$ cat src/rtl/pc_sequencer_if.sv
// pc_sequencer_if: fetch-control bundle between hazard/decode logic and the next-PC sequencer
interface pc_sequencer_if #(parameter int PC_W = 5);
  logic stall, br_taken, jmp, trap_req;
  logic [PC_W-1:0] br_target, jmp_target, pc_out;
  logic pc_valid, flush_if, flush_id, trap_ack, stall_timeout;
  modport master(
    output stall, br_taken, br_target, jmp, jmp_target, trap_req,
    input pc_out, pc_valid, flush_if, flush_id, trap_ack, stall_timeout
  );
  modport slave(
    input stall, br_taken, br_target, jmp, jmp_target, trap_req,
    output pc_out, pc_valid, flush_if, flush_id, trap_ack, stall_timeout
  );
endinterface

$ cat src/rtl/pc_sequencer.sv
// pc_sequencer: next-PC FSM arbitrating trap/jump/branch/stall/increment; PC_TRACE_EN enables a negedge PC trace
module pc_sequencer #(
  parameter int PC_W = 5,
  parameter int RESET_PC = 21,
  parameter int TRAP_PC = 0,
  parameter int STALL_MAX = 15
) (
  input logic clk,
  input logic rst_n,
  pc_sequencer_if.slave bus
);
  localparam int CW = $clog2(STALL_MAX + 1);
  typedef enum logic [1:0] {BOOT, RUN, HOLD, REDIRECT} state_t;
  state_t state, state_nxt;
  logic [CW-1:0] cnt, cnt_nxt;
  logic [PC_W-1:0] pc_nxt;
  logic flush_if_nxt, flush_id_nxt, ack_nxt, timeout_nxt;
  logic live, steer, do_trap, do_jmp, do_br, do_stall;
  // jmp/br come from flushed slots while in REDIRECT, so only RUN/HOLD may steer on them
  assign live = state != BOOT;
  assign steer = state == RUN || state == HOLD;
  assign do_trap = live && bus.trap_req;
  assign do_jmp = steer && bus.jmp && !bus.trap_req;
  assign do_br = steer && bus.br_taken && !bus.jmp && !bus.trap_req;
  assign do_stall = live && bus.stall && !do_trap && !do_jmp && !do_br;
  // state register and registered outputs
  always_ff @(posedge clk or negedge rst_n) begin
    if (!rst_n) begin
      state <= BOOT;
      cnt <= '0;
      bus.pc_out <= PC_W'(RESET_PC);
      bus.pc_valid <= 1'b0;
      bus.flush_if <= 1'b0;
      bus.flush_id <= 1'b0;
      bus.trap_ack <= 1'b0;
      bus.stall_timeout <= 1'b0;
    end else begin
      state <= state_nxt;
      cnt <= cnt_nxt;
      bus.pc_out <= pc_nxt;
      bus.pc_valid <= 1'b1;
      bus.flush_if <= flush_if_nxt;
      bus.flush_id <= flush_id_nxt;
      bus.trap_ack <= ack_nxt;
      bus.stall_timeout <= timeout_nxt;
    end
  end
  // next state: BOOT always falls into RUN; redirects win over stall
  always_comb
    state_nxt = state == BOOT ? RUN : (do_trap || do_jmp || do_br) ? REDIRECT : do_stall ? HOLD : RUN;
  // next output values; stall count saturates and the timeout fires only on first reaching the limit
  always_comb begin
    pc_nxt = do_trap ? PC_W'(TRAP_PC) : do_jmp ? bus.jmp_target : do_br ? bus.br_target :
             (do_stall || !live) ? bus.pc_out : bus.pc_out + 1'b1;
    flush_if_nxt = do_trap || do_jmp || do_br;
    flush_id_nxt = do_trap || do_br;
    ack_nxt = do_trap;
    cnt_nxt = !do_stall ? '0 : cnt == CW'(STALL_MAX) ? cnt : cnt + 1'b1;
    timeout_nxt = do_stall && cnt_nxt == CW'(STALL_MAX) && cnt != CW'(STALL_MAX);
  end
`ifdef PC_TRACE_EN
  // simulation-only fetch trace
  always @(negedge clk)
    if (bus.pc_valid)
      $display("PC = %d%s", bus.pc_out, state == REDIRECT ? " (REDIRECT)" : state == HOLD ? " (STALL)" : "");
`endif
endmodule

$ cat src/flat_wrapper.sv
// flat-port wrapper written by rule: the top's interface ports become plain ports
module pc_sequencer_flat 
#(
  parameter int PC_W = 5,
  parameter int RESET_PC = 21,
  parameter int TRAP_PC = 0,
  parameter int STALL_MAX = 15
)
  (clk, rst_n, bus_stall, bus_br_taken, bus_br_target, bus_jmp, bus_jmp_target, bus_trap_req, bus_pc_out, bus_pc_valid, bus_flush_if, bus_flush_id, bus_trap_ack, bus_stall_timeout);
  pc_sequencer_if #(.PC_W(PC_W)) bus_i ();
  input logic clk;
  input logic rst_n;
  input wire logic [$bits(bus_i.stall)-1:0] bus_stall;
  input wire logic [$bits(bus_i.br_taken)-1:0] bus_br_taken;
  input wire logic [$bits(bus_i.br_target)-1:0] bus_br_target;
  input wire logic [$bits(bus_i.jmp)-1:0] bus_jmp;
  input wire logic [$bits(bus_i.jmp_target)-1:0] bus_jmp_target;
  input wire logic [$bits(bus_i.trap_req)-1:0] bus_trap_req;
  output wire logic [$bits(bus_i.pc_out)-1:0] bus_pc_out;
  output wire logic [$bits(bus_i.pc_valid)-1:0] bus_pc_valid;
  output wire logic [$bits(bus_i.flush_if)-1:0] bus_flush_if;
  output wire logic [$bits(bus_i.flush_id)-1:0] bus_flush_id;
  output wire logic [$bits(bus_i.trap_ack)-1:0] bus_trap_ack;
  output wire logic [$bits(bus_i.stall_timeout)-1:0] bus_stall_timeout;
  assign bus_i.stall = bus_stall;
  assign bus_i.br_taken = bus_br_taken;
  assign bus_i.br_target = bus_br_target;
  assign bus_i.jmp = bus_jmp;
  assign bus_i.jmp_target = bus_jmp_target;
  assign bus_i.trap_req = bus_trap_req;
  assign bus_pc_out = bus_i.pc_out;
  assign bus_pc_valid = bus_i.pc_valid;
  assign bus_flush_if = bus_i.flush_if;
  assign bus_flush_id = bus_i.flush_id;
  assign bus_trap_ack = bus_i.trap_ack;
  assign bus_stall_timeout = bus_i.stall_timeout;
  pc_sequencer #(.PC_W(PC_W), .RESET_PC(RESET_PC), .TRAP_PC(TRAP_PC), .STALL_MAX(STALL_MAX)) u_core (.clk(clk), .rst_n(rst_n), .bus(bus_i));
endmodule
$ cat config.mk
export PLATFORM = sky130hd
export DESIGN_NAME = pc_sequencer_flat
export DESIGN_NICKNAME = d
export VERILOG_FILES = /design/src/rtl/pc_sequencer_if.sv /design/src/rtl/pc_sequencer.sv /design/src/flat_wrapper.sv
export SDC_FILE = /design/constraint.sdc
export NUM_CORES = 1
export LEC_CHECK = 0
export CORE_ASPECT_RATIO = 0.9
export CORE_MARGIN = 2
export CORE_UTILIZATION = 45
export CTS_BUF_LIST = sky130_fd_sc_hd__clkbuf_8 sky130_fd_sc_hd__clkbuf_16
export DETAILED_ROUTE_END_ITERATION = 8
export GPL_TIMING_DRIVEN = 0
export HOLD_SLACK_MARGIN = 0.08
export PLACE_DENSITY_LB_ADDON = 0.2
export SYNTH_ARGS = -nofsm -noshare
export SYNTH_HDL_FRONTEND = slang
export SYNTH_SLANG_ARGS = --single-unit
$ cat constraint.sdc
create_clock -name clk -period 4.6 [get_ports clk]
set_clock_uncertainty 0.1 [all_clocks]
set_input_delay 1.38 -clock clk [delete_from_list [all_inputs] [get_ports clk]]
set_output_delay 1.38 -clock clk [all_outputs]
set_load 0.005 [all_outputs]
==> impl_results.md <==
- Met3 Use GR: 0.02632
- Layout cells sized above 1: 0.1518
- Final hold violations: 0
- Die area: ~0.0023 mm^2
- Fin area: 0.001206 mm^2
- Finished Layout Cells: 137
- Avg Cell Area, Syn: ~10 um^2
- Critical path class: reg -> out
- Met1 Use GR: 0.2096
- Most frequent cells in the layout: clkdlybuf4s50_1, dfrtp_1, nand2_1, nor2_1, inv_1
- First-pass GRT wire length: 2.967 mm
- Placed cells: between 100 and 150
- Clock transition at the registers of the reported paths: 0.07 ns
- Total wire length: 1.841 mm
- DP HPWL: 1.306 mm
- Final TNS setup: 0 ns
- LEAKAGE: 0.5307 nW
- Slew HR: 0.5356
- Largest net degree at the start of global routing: 17
- Hold crit path type: reg -> reg
- Area after DPL: 0.001151 mm^2
- TritonCTS clock tree: done
- Worst hold margin: 0.4213 ns
- First drt pass iteration count: 3
- Int Pwr: 0.0002922 W
- Die extent in x: ~50 um
- Comb pwr share: 0.253
- Slew Viols, Final: 0
- Cells after synthesis: 83
- Fin util: 0.6427
- CP max-delay cell: dfstp_2
- WP data arrival: 1.34 ns
- Net Switching: roughly 0.00010 W
- Iter 0 DRT Violations: 5
- Post-CTS Setup Bufs: 0
- Largest stage delay on the critical path: approximately 0.58 ns
- RSZ-0062 raised after global routing: no
- Switch share: 0.2602
- Skew-Pair Late Insertion Delay: approximately 0.25 ns
- Routed len/inst: approximately 13 um
- Max Clk Rate: 355.2 MHz
- Initial antenna violation count: 0
- Via-per-instance ratio: 5.131
- Reg power frac: 0.433
- Gr ovfl total: 0
- GR Util met2: 0.3263
- Initial Util: 0.4633
- Total Routing Usage GR: 0.1801
- CP bufs+invs: 1
- Peak VDD IR: 0.2241 mV
- I/O Buffers: 25
- Total CTS buffers: 3
- Antenna Cells: 0
- GRT busiest layer: met2
- Power Dens Cells: 327.5 mW/mm^2
- Outcome: finished clean
- Layout Nets: 132
- Synthesis-to-layout area growth: 38.71%
- Final min period: 2.816 ns
- Crit path max-delay family: flip-flops
- Worst slew pin tran: 0.6944 ns
- Synthesis Warnings: 0
- Hold-fix buffer count after cts: 0
- Fin crit share: 0.6121
- Critical Path RT: around 3.1 ns
- Most common cell after layout, fill and taps aside: clkdlybuf4s50_1
- CTS sink cnt: 16
- Post-route ant nets: 0
- Syn Nets: 102
- Residual DRC: 0
- Seq/Total Area, Yosys: 0.4647
- Worst Setup Start Kind: register
- Netlist cell types: 32
- Root Driver: clkbuf_8
- Vias in the first global route: 661
- Worst-path cell chain: clkdlybuf4s50_1
- Clock power frac: 0.314
- Max FO, Critical Path: 5
- Final setup violation count: 0
- Cell row count: 15
- Die height: 45.71 um
- Routability congestion estimate: 0.7796
- CTS max path bufs: 2
- Vias: 703
- Critical path endpoint category: output pin
- H-tree depth: 1
- CORE AREA: 0.001877 mm^2
- I/O pin cnt: 26
- Max-cap viol count: 0
- Post-synthesis register bit count: 16
- Post-CTS Resized: 0
- Post-Syn Area: 869.6 um^2
-- cell usage after synthesis --
cell type / count / area [um^2]
dfrtp_1: 13 / 325.3
nand2_1: 8 / 30.03
nor2_1: 8 / 30.03
inv_1: 5 / 18.77
a31oi_1: 4 / 25.02
nand3_1: 4 / 20.02
o21ai_0: 4 / 20.02
dfstp_2: 3 / 78.83
ha_1: 3 / 37.54
o211ai_1: 3 / 22.52
xor2_1: 3 / 26.28
a21o_1: 2 / 15.01
o21ai_2: 2 / 17.52
o22ai_1: 2 / 12.51
xnor2_1: 2 / 17.52
a211oi_1: 1 / 7.510
a211oi_2: 1 / 12.51
and3_1: 1 / 6.260
and3b_2: 1 / 10.01
and4b_1: 1 / 10.01
and4bb_2: 1 / 12.51
buf_6: 1 / 11.26
conb_1: 1 / 3.750
mux2i_1: 1 / 10.01
nand3b_1: 1 / 7.510
nand3b_4: 1 / 20.02
nand4bb_1: 1 / 11.26
nor2b_2: 1 / 8.760
nor3_1: 1 / 5.000
o21ai_4: 1 / 16.27
o22ai_2: 1 / 12.51
or2b_1: 1 / 7.510
-- power by group through the flow --
stage	Combinational, W	Sequential [W]	Clock [W]
2_1_floorplan	0.0000504	0.000172	0
5_1_grt	0.000111	0.000173	0.000134
3_5_place_dp	0.000100	0.000173	0
4_1_cts	0.000101	0.000171	0.000128
6_report	0.000100	0.000171	0.000124
3_3_place_gp	0.0000971	0.000173	0
-- kinds of logic after synthesis --
family          Yosys count  synth area share
compound gates           21            0.1856
flops                    16            0.4648
mux                       1           0.01151
simple gates             30            0.2058
fa+ha+maj                 3           0.04317
buf+inv                   6           0.03453
xor+xnor                  5           0.05037
other cells               1          0.004312
-- through the flow --
step | setup slack [ns] | total power, W
global route | 1.743 | 0.0004179
CTS | 1.780 | 0.0003996
detailed placement | 1.627 | 0.0002730
floorplan | 2.369 | 0.0002227
finish | 1.784 | 0.0003950
global placement | 1.706 | 0.0002698
-- flip-flops by register name (all words and copies together), names as in the netlist --
name,cells
u_core.bus.flush_if,1
u_core.bus.stall_timeout,1
u_core.bus.trap_ack,1
u_core.state,2
u_core.bus.pc_out,5
u_core.bus.flush_id,1
u_core.cnt,4
u_core.bus.pc_valid,1
-- layout make-up --
| type | instances | area [um^2] |
|---|---|---|
| Sequential cell | 16 | 404.1 |
| Fill cell | 161 | 670.6 |
| Tap cell | 25 | 31.28 |
| Inverter | 5 | 18.77 |
| Timing Repair Buffer | 25 | 250.2 |
| Multi-Input combinational cell | 61 | 435.4 |
| Clock buffer | 4 | 55.05 |
| Buffer | 1 | 11.26 |
-- path summary, 6_finish.rpt --
| kind | slack, ns | endpoint | start | depth (start not counted) |
|---|---|---|---|---|
| max in group asynchronous | 2.51 | u_core.cnt[1]$_DFF_PN0_ | rst_n | 1 |
| setup / recovery | 1.78 | bus_pc_out[2] | u_core.bus.pc_out[2]$_DFFE_PN1P_ | 1 |
| setup reg to reg | 2.87 | u_core.bus.pc_out[0]$_DFFE_PN1P_ | u_core.state[1]$_DFF_PN0_ | 6 |
| min in group asynchronous | 1.45 | u_core.bus.pc_out[3]$_DFFE_PN0P_ | rst_n | 1 |
| hold / removal | 0.42 | u_core.bus.pc_out[0]$_DFFE_PN1P_ | u_core.bus.pc_out[0]$_DFFE_PN1P_ | 2 |
| hold reg to reg | 0.42 | u_core.bus.pc_out[0]$_DFFE_PN1P_ | u_core.bus.pc_out[0]$_DFFE_PN1P_ | 2 |
-- routing by layer --
| metal | vias to the layer above | part of all wire | wire length (um) |
|---|---|---|---|
| met5 | - | 0 | 0 |
| met4 | 0 | 0.014 | 26 |
| li1 | 351 | - | - |
| met3 | 4 | 0.040 | 74 |
| met2 | 18 | 0.51 | 931 |
| met1 | 330 | 0.44 | 808 |
-- worst reg2reg max path, delay by kind of cell, from the launching register on --
kind / cells / cell delay, ns
adders and majority gates: 1 / 0.37
AOI/OAI and AO/OA: 4 / 0.82
DFF: 1 / 0.33
buffers and inverters: 1 / 0.04
Power figures use the tool's default switching activity.
